## config.mk

```make
export PLATFORM = sky130hd
export DESIGN_NAME = lc3_mem_if
export DESIGN_NICKNAME = d
export VERILOG_FILES = /design/src/rtl/lc3_mem_if.sv
export SDC_FILE = /design/constraint.sdc
export NUM_CORES = 1
export LEC_CHECK = 0
export ABC_AREA = 1
export BUFFER_PORTS_ARGS = -buffer_cell sky130_fd_sc_hd__clkbuf_2
export CORE_MARGIN = 4
export CORE_UTILIZATION = 25
export CTS_CLUSTER_DIAMETER = 40
export DETAILED_ROUTE_END_ITERATION = 12
export PLACE_DENSITY = 0.49
export SLEW_MARGIN = 40
export SYNTH_ARGS = -nofsm -noshare
export SYNTH_HDL_FRONTEND = slang
export SYNTH_SLANG_ARGS = --single-unit
```

## constraint.sdc

```tcl
create_clock -name clk -period 1.9 [get_ports clk]
set_input_delay 0.38 -clock clk [delete_from_list [all_inputs] [get_ports clk]]
set_output_delay 0.38 -clock clk [all_outputs]
set_load 0.02 [all_outputs]
```

## src/rtl/lc3_mem_if.sv

```systemverilog
// lc3_mem_if: LC-3 memory/I-O access stage.
// Sequences a fixed-latency synchronous SRAM with WAIT_CYCLES wait states and
// decodes the memory-mapped keyboard/display registers in xFE00-xFFFF.
// Produces the keyboard interrupt request for the control FSM.
// Optional build macro: LC3_DISP_INT_EN adds a writable display IE bit (DSR[14])
// and a display interrupt source (vector 8'h81, priority 3'd4).

module lc3_mem_if #(
  parameter int unsigned WAIT_CYCLES = 2,
  parameter logic [7:0]  KB_VECTOR   = 8'h80,
  parameter logic [2:0]  KB_PRIORITY = 3'd4
) (
  input  logic        clk,
  input  logic        rst,
  // Control/datapath side
  input  logic        memEN,
  input  logic        memWE,
  input  logic [15:0] mar,
  input  logic [15:0] mdr_out,
  output logic [15:0] rd_data,
  output logic        memRDY,
  // SRAM side
  output logic        sram_ce,
  output logic        sram_we,
  output logic [15:0] sram_addr,
  output logic [15:0] sram_wdata,
  input  logic [15:0] sram_rdata,
  // Keyboard
  input  logic        kb_valid,
  input  logic [7:0]  kb_data,
  // Display
  output logic        disp_valid,
  output logic [7:0]  disp_data,
  input  logic        disp_ack,
  // Interrupt request
  output logic        INT,
  output logic [7:0]  int_vector,
  output logic [2:0]  int_priority
);

  localparam logic [15:0] AddrKbsr = 16'hFE00;
  localparam logic [15:0] AddrKbdr = 16'hFE02;
  localparam logic [15:0] AddrDsr  = 16'hFE04;
  localparam logic [15:0] AddrDdr  = 16'hFE06;

  // Counter preload: SWAIT lasts WAIT_CYCLES cycles (WAIT_CYCLES-1 down to 0).
  localparam logic [3:0] WaitInit = 4'(WAIT_CYCLES - 1);

  localparam logic [7:0] DispVector   = 8'h81;
  localparam logic [2:0] DispPriority = 3'd4;

  typedef enum logic [1:0] {
    StIdle,
    StSwait,
    StMmio,
    StDone
  } state_e;

  state_e      state_q;
  logic [3:0]  wait_cnt_q;
  logic        req_we_q;

  logic        kb_ready_q;
  logic        kb_ie_q;
  logic [7:0]  kbdr_q;
  logic        dsr_ie;

  logic        mmio_cycle;
  logic        kbsr_wr;
  logic        kbdr_rd;
  logic        dsr_wr;
  logic        ddr_wr;
  logic [15:0] mmio_rdata;
  logic        kb_int;
  logic        disp_int;

  // The latched request lives in sram_addr/sram_wdata; MMIO accesses reuse them
  // but never pulse sram_ce, so the SRAM ignores those values.
  always_comb begin
    mmio_cycle = (state_q == StMmio);
    kbsr_wr    = mmio_cycle &&  req_we_q && (sram_addr == AddrKbsr);
    kbdr_rd    = mmio_cycle && !req_we_q && (sram_addr == AddrKbdr);
    dsr_wr     = mmio_cycle &&  req_we_q && (sram_addr == AddrDsr);
    ddr_wr     = mmio_cycle &&  req_we_q && (sram_addr == AddrDdr);
  end

  // Register read mux; unmapped MMIO addresses read as zero.
  always_comb begin
    mmio_rdata = '0;
    case (sram_addr)
      AddrKbsr: mmio_rdata = {kb_ready_q, kb_ie_q, 14'h0000};
      AddrKbdr: mmio_rdata = {8'h00, kbdr_q};
      AddrDsr:  mmio_rdata = {~disp_valid, dsr_ie, 14'h0000};
      AddrDdr:  mmio_rdata = {8'h00, disp_data};
      default:  mmio_rdata = '0;
    endcase
  end

  // Access sequencer: IDLE -> (SWAIT | MMIO) -> DONE -> IDLE, outputs registered.
  always_ff @(posedge clk) begin
    if (rst) begin
      state_q    <= StIdle;
      wait_cnt_q <= '0;
      req_we_q   <= 1'b0;
      sram_ce    <= 1'b0;
      sram_we    <= 1'b0;
      sram_addr  <= '0;
      sram_wdata <= '0;
      rd_data    <= '0;
      memRDY     <= 1'b0;
    end else begin
      sram_ce <= 1'b0;
      sram_we <= 1'b0;
      memRDY  <= 1'b0;
      unique case (state_q)
        StIdle: begin
          if (memEN) begin
            sram_addr  <= mar;
            sram_wdata <= mdr_out;
            req_we_q   <= memWE;
            if (mar[15:9] == 7'h7F) begin
              state_q <= StMmio;
            end else begin
              sram_ce    <= 1'b1;
              sram_we    <= memWE;
              wait_cnt_q <= WaitInit;
              state_q    <= StSwait;
            end
          end
        end
        StSwait: begin
          if (wait_cnt_q == 4'd0) begin
            if (!req_we_q) begin
              rd_data <= sram_rdata;
            end
            memRDY  <= 1'b1;
            state_q <= StDone;
          end else begin
            wait_cnt_q <= wait_cnt_q - 4'd1;
          end
        end
        StMmio: begin
          if (!req_we_q) begin
            rd_data <= mmio_rdata;
          end
          memRDY  <= 1'b1;
          state_q <= StDone;
        end
        StDone: begin
          state_q <= StIdle;
        end
        default: begin
          state_q <= StIdle;
        end
      endcase
    end
  end

  // Keyboard: a strobe loads KBDR when empty, or when the same cycle's KBDR read
  // frees it (the read still returns the old byte via mmio_rdata).
  always_ff @(posedge clk) begin
    if (rst) begin
      kb_ready_q <= 1'b0;
      kb_ie_q    <= 1'b0;
      kbdr_q     <= '0;
    end else begin
      if (kb_valid && (!kb_ready_q || kbdr_rd)) begin
        kbdr_q     <= kb_data;
        kb_ready_q <= 1'b1;
      end else if (kbdr_rd) begin
        kb_ready_q <= 1'b0;
      end
      if (kbsr_wr) begin
        kb_ie_q <= sram_wdata[14];
      end
    end
  end

  // Display: a DDR write is taken when the slot is free or being acked this cycle.
  always_ff @(posedge clk) begin
    if (rst) begin
      disp_valid <= 1'b0;
      disp_data  <= '0;
    end else begin
      if (ddr_wr && (!disp_valid || disp_ack)) begin
        disp_data  <= sram_wdata[7:0];
        disp_valid <= 1'b1;
      end else if (disp_ack) begin
        disp_valid <= 1'b0;
      end
    end
  end

`ifdef LC3_DISP_INT_EN
  logic dsr_ie_q;

  // Display interrupt enable, written through DSR bit 14.
  always_ff @(posedge clk) begin
    if (rst) begin
      dsr_ie_q <= 1'b0;
    end else if (dsr_wr) begin
      dsr_ie_q <= sram_wdata[14];
    end
  end

  assign dsr_ie   = dsr_ie_q;
  assign disp_int = ~disp_valid & dsr_ie_q;
`else
  // No display interrupt source: DSR bit 14 is hardwired low.
  logic unused_dsr_wr;
  assign unused_dsr_wr = dsr_wr;
  assign dsr_ie        = 1'b0;
  assign disp_int      = 1'b0;
`endif

  assign kb_int = kb_ready_q & kb_ie_q;

  // Interrupt request; keyboard wins when both sources are pending.
  always_comb begin
    INT          = kb_int | disp_int;
    int_vector   = '0;
    int_priority = '0;
    if (kb_int) begin
      int_vector   = KB_VECTOR;
      int_priority = KB_PRIORITY;
    end else if (disp_int) begin
      int_vector   = DispVector;
      int_priority = DispPriority;
    end
  end

endmodule

```

==> reports/metrics.cfg, run 1 <==
[status]
status=completed

[worst_setup_path]
path_delay_family=buffers and inverters
critical_path_class=reg2reg
crit_fanout=9
slowest_delay_ns=0.35
worstPathRequired_ns=2.13
start_kind=flop
endpoint_kind=flop
crit_buf_inv=3
worstPathCellList=inv_1 -> ha_1 -> nand2_1 -> inv_1 -> a211oi_2 -> nand2_2 -> buf_4 -> a21oi_1 -> a21oi_1
crit_arrival_ns=1.95
timing.critical_path.slowest_stage_cell=dfxtp_1

[drt]
ant_nets=0
routed_wirelength_mm=9.93
drcViolationCount=0
dr.pass1.iters=4
vias=3384
drt_first_iter_violations=157
wl_per_cell_um=13.0
viasPerCell=4.44

[sta]
setup_ws_ns=0.179
holdWs_ns=0.293
fin_setup_tns_ns=0
period_needed_ns=1.72
timing.final.crit_share=0.906
drv_slew=0
clock.fmax_mhz=581
clock_skew_ns=0.00731
setup_viol=0
timing_hold_violations_final=0
rsz0062_at_grt=false

[yosys]
syn_avg_cell_area_um2=7.38
synth_top_area_cell=dfxtp_1
synth_seq_cells=77
ys_types=34
ys_seq_area_frac=0.450
synthCells=464
ys.flop_type=dfxtp_1
synth-edff-count=0
yosysTopAreaCellShare=0.450
synth_xor_area_frac=0.00256
async_flop_share=0
synth_compound_area_frac=0.173
synthAdderAreaFrac=0.0183
synth_top_family_by_area=simple AND/OR/NAND/NOR gates
syn_area_um2=3420
synth-simple-area-share=0.258
synthMuxAreaShare=0
synth.most_common_cell=nor2_1
yosys_warnings=0
synthTopCellsByCount=nor2_1, dfxtp_1, o21ai_0
ys_top_cells_by_area=dfxtp_1, nor2_1, o21ai_0

[clock_network]
cts_tree=yes
clk_path_buf_depth=2
ctsResizeCount=0
cts_root_buffer=clkbuf_16
clk_pin_slew_worst_paths_ns=0.06
htree_levels=3
insertion_delay_ns=0.33
numClockSinks=77
cts_buffers=9
hold_buffers=0
post-cts-setup-buffers=0

[die]
rows=42
core-area_um2=13300
dieArea_um2=15600
initial_utilization=0.256
die_w_um=125
pin_count=134
fp.dieH_um=125

[global_routing]
grt_max_degree=65
antenna_found_initial=0
gr-total-overflow=0
grt_pass1_vias=3158
grt_usage=0.125
grt_pass1_wl_mm=15.8

[pwr]
p_clk_frac=0.259
sw_frac_of_total=0.404
power_leakage_nw=2.12
p_int_mw=3.95
p_sw_mw=2.68
p_comb_frac=0.396
p_seq_frac=0.345
max-vdd-ir-drop_uv=579
powerDensity_nw_per_um2=1480

[layout]
final_core_util=0.336
design_area_um2=4480
fillers=1482
fin_nets=650
syn_to_final_growth_pct=30.8
final_layout_size_suffix_gt1_frac=0.274
n_antenna_cell=0

[job]
cap_violations=0

[placed_design]
place_hpwl_mm=7.54
io_buffer_count=124
gp_congestion=0.823
dpl_cell_area_um2=4170
place_ws_ns=0.126

[hold_path]
hp-class=in2reg

[power by group through the flow]
stage | Clock, mW | Sequential, mW | Combinational (mW)
after floorplan | 0 | 2.68 | 1.47
after global placement | 0 | 2.32 | 2.54
after detailed placement | 0 | 2.32 | 2.60
after CTS | 1.78 | 2.29 | 2.61
after global routing | 1.84 | 2.34 | 2.91
final | 1.72 | 2.29 | 2.62
[cells in the final DEF (no fill, tap or decap), types with 2 or more instances in the layout]
cell / Yosys / layout
nand2_2: 2 / 2
nand4_1: 4 / 4
nor2_4: 2 / 2
nand3_1: 45 / 45
buf_4: 12 / 8
clkbuf_8: 0 / 2
o21ai_0: 59 / 59
inv_1: 30 / 30
ha_1: 5 / 5
conb_1: 1 / 9
a21oi_1: 48 / 48
clkbuf_16: 0 / 9
nand2_1: 43 / 43
nor3_1: 2 / 2
nor2_1: 94 / 94
clkinv_2: 0 / 2
clkinv_1: 2 / 2
clkbuf_2: 0 / 124
dfxtp_1: 77 / 77
[cells by family after synthesis]
logic type / Yosys count
DFF: 77
adders and majority gates: 5
xor gates and xnor gates: 1
AOI/OAI and AO/OA: 113
other: 1
buffers and inverters: 67
and+or+nand+nor: 200
[registers in the layout (all words and copies together), names as in the netlist, 2 cells and up]
signal,flops
sram_wdata,16
sram_addr,16
disp_data,8
rd_data,16
state_q,2
kbdr_q,8
wait_cnt_q,4
[path summary, 6_finish.rpt]
check / startpoint / end / slack, ns / cells after the start
max: state_q[0] / rd_data[6] / 0.18 / 9
min reg2reg: rd_data[9] / rd_data[9] / 0.46 / 2
min: mdr_out[9] / sram_wdata[9] / 0.29 / 3
max reg2reg: state_q[0] / rd_data[6] / 0.18 / 9
[stage by stage]
stage,total power [mW],cells
detailed placement,4.92,748
CTS,6.68,763
finish,6.63,763
global placement,4.86,748
floorplan,4.14,472
global route,7.08,763
[layout make-up]
type / instances / area (um^2) / area share
Inverter: 34 / 130 / 0.0291
Sequential cell: 77 / 1540 / 0.344
Clock buffer: 11 / 253 / 0.0564
Multi-Input combinational cell: 328 / 1590 / 0.354
Timing Repair Buffer: 133 / 701 / 0.156
Tap cell: 176 / 220 / 0.0492
Clock inverter: 4 / 47.5 / 0.0106
[layer usage]
layer,up-vias,track usage,share of wire
li1,1742,-,-
met1,1507,0.160,0.47
met2,122,0.188,0.43
met3,13,0.0482,0.079
met4,0,0.0523,0.020
met5,-,0,0
[tightest hold or removal path, cell delays in order]
cell      delay [ns]
clkbuf_2        0.07
o21ai_0         0.07
nor2_1          0.07
Power figures use the tool's default switching activity.
==> inputs of run 2 (changes only) <==
--- a/config.mk
+++ b/config.mk
@@ -5,8 +5,8 @@
 export SDC_FILE = /design/constraint.sdc
 export NUM_CORES = 1
 export LEC_CHECK = 0
-export ABC_AREA = 1
 export BUFFER_PORTS_ARGS = -buffer_cell sky130_fd_sc_hd__clkbuf_2
+export CORE_ASPECT_RATIO = 1.2
 export CORE_MARGIN = 4
 export CORE_UTILIZATION = 25
 export CTS_CLUSTER_DIAMETER = 40
==> reports/metrics.cfg, run 2 <==
[hold_path]
hp-class=in2reg

[worst_setup_path]
crit_arrival_ns=2.29  ; +0.34 ns
start_kind=flop
endpoint_kind=flop
crit_fanout=3  ; -6
critical_path_class=reg2reg
worstPathRequired_ns=2.14  ; about the same

[yosys]
synthCells=417  ; -10%
synth_top_area_cell=dfxtp_1
synth.most_common_cell=nand2_1
syn_area_um2=3470  ; +1.2%
yosysTopAreaCellShare=0.445  ; -0.00553
syn_avg_cell_area_um2=8.31  ; +13%
async_flop_share=0  ; unchanged
ys_seq_area_frac=0.445  ; -0.00553
synth_seq_cells=77  ; unchanged
synth-edff-count=0  ; unchanged
ys_types=46  ; +35%
ys_top_cells_by_area=dfxtp_1, nand2_1, a21oi_1
yosys_warnings=0  ; unchanged
synthTopCellsByCount=nand2_1, dfxtp_1, a21oi_1
ys.flop_type=dfxtp_1

[die]
core-area_um2=13400  ; +0.47%
initial_utilization=0.258  ; +0.00198
dieArea_um2=15800  ; +1.2%
pin_count=134  ; unchanged
fp.dieH_um=137  ; +9.6%
rows=46  ; +9.5%
die_w_um=115  ; -7.6%

[sta]
rsz0062_at_grt=true
setup_viol=10  ; +10
timing.final.crit_share=1.08  ; +0.170
drv_slew=0  ; unchanged
timing_hold_violations_final=0  ; unchanged
clock.fmax_mhz=489  ; -16%
clock_skew_ns=0.00647  ; -0.000839 ns
fin_setup_tns_ns=-0.796  ; -0.796 ns
setup_ws_ns=-0.143  ; -0.322 ns
period_needed_ns=2.04  ; +0.322 ns

[clock_network]
clk_path_buf_depth=2  ; unchanged
numClockSinks=77  ; unchanged
cts_tree=yes
htree_levels=3  ; unchanged
hold_buffers=0  ; unchanged
insertion_delay_ns=0.33  ; about the same
clk_pin_slew_worst_paths_ns=0.06  ; about the same
cts_buffers=9  ; unchanged
cts_root_buffer=clkbuf_16

[pwr]
max-vdd-ir-drop_uv=795  ; +37%
finalPower_mw=7.54  ; +14%
powerDensity_nw_per_um2=1520  ; +2.3%
power_leakage_nw=2.16  ; +1.9%

[placed_design]
gp_congestion=0.791  ; -3.9%
place_ws_ns=-0.174  ; -0.299 ns
place_hpwl_mm=8.41  ; +12%
io_buffer_count=124  ; unchanged
place_inst=724  ; -3.2%

[layout]
seqCellArea_um2=1550  ; +0.65%
reg_top3=rd_data x16, sram_addr x16, sram_wdata x16
layout.cells.non_filler=742  ; -2.8%
layout_commonest_cell=clkbuf_2
final_layout_size_suffix_gt1_frac=0.382  ; +0.108
final_cell_mix=clkbuf_2, nand2_1, dfxtp_1
fillers=1420  ; -4.2%
multiInputGateArea_um2=1820  ; +15%
fin_nets=635  ; -2.3%
syn_to_final_growth_pct=43.5
final_core_util=0.371  ; +0.0353

[drt]
dr.pass1.iters=4  ; unchanged
viasPerCell=4.70  ; +6.1%
drcViolationCount=0  ; unchanged
vias=3490  ; +3.1%
ant_nets=0  ; unchanged
routed_wirelength_mm=11.0  ; +11%
drt_first_iter_violations=127  ; -19%
wl_per_cell_um=14.8  ; +14%

[global_routing]
grt_pass1_wl_mm=17.7  ; +13%
grt_pass1_vias=3614  ; +14%
grt_max_degree=56  ; -14%
grt_usage=0.142  ; +0.0173
gr-total-overflow=0  ; unchanged
antenna_found_initial=1  ; +1

[job]
cap_violations=0  ; unchanged

[status]
status=finished, violations left
violations=setup timing

run 2: cell count changes after synthesis, moves of 9 or more:
cell and delta:
inv_1 -18, mux2_2 +9, mux2i_1 +10, nand2_1 +37
nand2b_1 +19, nand3_1 -19, nor2_1 -89, nor3_1 +14
o21ai_0 -46
run 2: power breakdown:
part / total (mW) / leakage (nW) / internal (mW) / switching (mW)
logic: 3.46 / 1.36 / 1.48 / 1.98
registers: 2.21 / 0.634 / 1.98 / 0.225
clock network: 1.87 / 0.163 / 1.22 / 0.652
total: 7.54 / 2.16 / 4.68 / 2.86
run 2: repair_timing:
item	CTS	global route
pin swaps	4	7
buffers inserted	1	0
setup endpoints to repair	24	24
gates resized for setup	16	10
run 2: layout make-up:
class	instances	area share
inverter	12	0.00906
timing repair buffer	166	0.205
antenna	1	0.000503
tap	168	0.0423
sequential	77	0.312
multi-input combinational	302	0.366
clock buffer	12	0.0516
clock inverter	4	0.0141
run 2: worst max-delay path: stages, from the launching register on:
cell and delay [ns]:
dfxtp_2 0.32, or4b_4 0.53, or4_4 0.56, or3_4 0.34, a311oi_2 0.20
run 2: path summary, 6_finish.rpt:
check	to	depth (start not counted)	startpoint	slack, ns
min	sram_wdata[4]	3	mdr_out[4]	0.27
max reg2reg	rd_data[15]	4	sram_addr[7]	-0.14
min reg2reg	sram_wdata[10]	2	sram_wdata[10]	0.46
max	rd_data[15]	4	sram_addr[7]	-0.14
run 2: layer usage:
layer	global-route usage	vias up	routed length, um
li1	-	1751	-
met2	0.238	111	5380
met4	0.0528	0	165
met5	0	-	0
met1	0.172	1617	4760
met3	0.0398	11	706
run 2: logic make-up after synthesis:
logic type | synth area share
simple gates | 0.245
flops | 0.445
buf+inv | 0.0624
mux | 0.0581
fa+ha+maj | 0.0181
other cells | 0.00108
compound gates | 0.171
run 2: per-stage QoR:
stage | cell area (um^2) | hold slack, ns
2_1_floorplan | 3530 | 0.446
3_3_place_gp | 4570 | 0.444
3_5_place_dp | 4570 | 0.453
4_1_cts | 4930 | 0.252
5_1_grt | 4970 | 0.262
6_report | 4970 | 0.266
==> inputs of run 3 (changes only) <==
--- a/config.mk
+++ b/config.mk
@@ -9,6 +9,7 @@
 export CORE_ASPECT_RATIO = 1.2
 export CORE_MARGIN = 4
 export CORE_UTILIZATION = 25
+export CTS_BUF_LIST = sky130_fd_sc_hd__clkbuf_4
 export CTS_CLUSTER_DIAMETER = 40
 export DETAILED_ROUTE_END_ITERATION = 12
 export PLACE_DENSITY = 0.49
==> reports/metrics.cfg, run 3 (synthesis gave the netlist of run 2 again) <==
[worst_setup_path]
start_kind=flop
slowest_delay_ns=0.58  ; +0.02 ns
worstPathRequired_ns=2.26  ; +0.12 ns
worstPathCellList=or4b_4 -> or4_4 -> o22ai_4 -> buf_12 -> mux2i_1
endpoint_kind=flop
r2r_cells=5  ; +1
crit_arrival_ns=2.39  ; +0.10 ns
r2r_setup_slack_ns=-0.13  ; about the same
worstReg2RegStart=sram_addr[6]
critical_path_class=reg2reg
timing.critical_path.slowest_stage_cell=or4_4
crit_fanout=8  ; +5
r2r-end=kbdr_q[3]

[global_routing]
gr-total-overflow=0  ; unchanged
grt_pass1_vias=3586  ; -0.77%
grt_usage=0.141  ; -0.00121
antenna_found_initial=2  ; +1
grt_pass1_wl_mm=17.7  ; -0.50%
grt_max_degree=56  ; unchanged

[clock_network]
clk_pin_slew_worst_paths_ns=0.13  ; +0.07 ns
insertion_delay_ns=0.43  ; +0.10 ns
htree_levels=3  ; unchanged
cts_root_buffer=clkbuf_4
numClockSinks=77  ; unchanged
cts_tree=yes
clk_path_buf_depth=2  ; unchanged
cts_buffers=9  ; unchanged
hold_buffers=0  ; unchanged

[layout]
seqCellArea_um2=1550  ; unchanged
multiInputGateArea_um2=1800  ; -0.89%
layout_commonest_cell=clkbuf_2
final_cell_mix=clkbuf_2, nand2_1, dfxtp_1
final_core_util=0.357  ; -0.0143
syn_to_final_growth_pct=38.0
fin_nets=635  ; unchanged
final_layout_size_suffix_gt1_frac=0.377  ; -0.00524
reg_top3=rd_data x16, sram_addr x16, sram_wdata x16
fillers=1449  ; +2.0%

[pwr]
sw_frac_of_total=0.411  ; +0.0315
p_seq_frac=0.325  ; +0.032
power_leakage_nw=2.08  ; -3.7%
max-vdd-ir-drop_uv=793  ; -0.25%
p_comb_frac=0.509  ; +0.050
p_clk_frac=0.166  ; -0.082
p_int_mw=3.98  ; -15%
powerDensity_nw_per_um2=1410  ; -6.7%
p_sw_mw=2.78  ; -2.9%

[drt]
wl_per_cell_um=14.8  ; about the same
vias=3476  ; -0.40%
dr.pass1.iters=4  ; unchanged
routed_wirelength_mm=11.0  ; +0.15%
drt_first_iter_violations=146  ; +15%
ant_nets=0  ; unchanged
viasPerCell=4.68  ; -0.54%
drcViolationCount=0  ; unchanged

[die]
core-area_um2=13400  ; unchanged
pin_count=134  ; unchanged
fp.dieH_um=137  ; unchanged
dieArea_um2=15800  ; unchanged
rows=46  ; unchanged
die_w_um=115  ; unchanged
initial_utilization=0.258  ; unchanged

[sta]
setup_viol=10  ; unchanged
rsz0062_at_grt=true
clock.fmax_mhz=493  ; +0.68%
timing_hold_violations_final=0  ; unchanged
clock_skew_ns=0.0198  ; +0.0133 ns
period_needed_ns=2.03  ; -0.0138 ns
holdWs_ns=0.157  ; -0.108 ns
setup_ws_ns=-0.129  ; +0.0138 ns
drv_slew=0  ; unchanged
timing.final.crit_share=1.07  ; -0.00728

[status]
violations=setup timing
status=finished, violations left

[placed_design]
gp_congestion=0.791  ; unchanged
place_hpwl_mm=8.41  ; unchanged
place_ws_ns=-0.174  ; unchanged
io_buffer_count=124  ; unchanged

[hold_path]
hold_depth=3  ; unchanged
hp-class=in2reg
hp-start=mdr_out[4]
min_to=sram_wdata[4]

[job]
cap_violations=0  ; unchanged

run 3: cell types whose count changed in the layout (fill, tap and decap cells not counted), sizes merged:
cell / delta
clkbuf: -2
clkinv: +2
diode: +1
run 3: per-stage QoR:
step                      area [um^2]  power [mW]  setup TNS, ns  cells
final                            4780        6.76         -0.834    743
after global routing             4780        7.26          -2.03    743
after CTS                        4750        6.83          -1.08    741
after detailed placement         4570        5.66          -1.57    724
after global placement           4570        5.59         -0.902    724
after floorplan                  3530        4.22          -1.30    425
run 3: final cells by class:
type | count | share of cell area
Inverter | 12 | 0.00942
Timing Repair Buffer | 166 | 0.212
Clock buffer | 10 | 0.0157
Clock inverter | 6 | 0.0162
Multi-Input combinational cell | 302 | 0.377
Antenna cell | 2 | 0.00105
Sequential cell | 77 | 0.324
Tap cell | 168 | 0.0440
run 3: worst max-delay path by stage:
stage | from | endpoint | slack (ns) | cells past startpoint
6_report | sram_addr[6] | kbdr_q[3] | -0.13 | 5
5_1_grt | sram_addr[6] | kbdr_q[3] | -0.20 | 5
4_1_cts | sram_addr[6] | rd_data[15] | -0.15 | 4
3_5_place_dp | sram_addr[6] | rd_data[15] | -0.17 | 4
3_3_place_gp | sram_addr[6] | rd_data[15] | -0.13 | 4
2_1_floorplan | sram_addr[6] | rd_data[15] | -0.25 | 5
run 3: per-layer routing:
metal	global-route usage	vias to the layer above	share of wire
li1	-	1751	-
met1	0.176	1625	0.44
met2	0.235	95	0.50
met3	0.0385	5	0.055
met4	0.0437	0	0.0088
met5	0	-	0
run 3: worst max-delay path, delay by kind of cell (launching register included):
kind                   cells  cell delay [ns]
and+or+nand+nor            2             1.11
DFF                        1             0.35
muxes                      1             0.21
buffers and inverters      1             0.15
AOI/OAI and AO/OA          1             0.14
run 3: what timing repair did:
action	in CTS	in global routing
pin swaps	2	5
setup endpoints to repair	24	25
buffers inserted	1	0
gates resized for setup	15	7
run 3: power by group through the flow:
stage | Clock (mW) | Sequential, mW | Combinational (mW)
2_1_floorplan | 0 | 2.55 | 1.67
3_3_place_gp | 0 | 2.22 | 3.37
3_5_place_dp | 0 | 2.24 | 3.43
4_1_cts | 1.16 | 2.20 | 3.46
5_1_grt | 1.23 | 2.25 | 3.78
6_report | 1.12 | 2.20 | 3.44
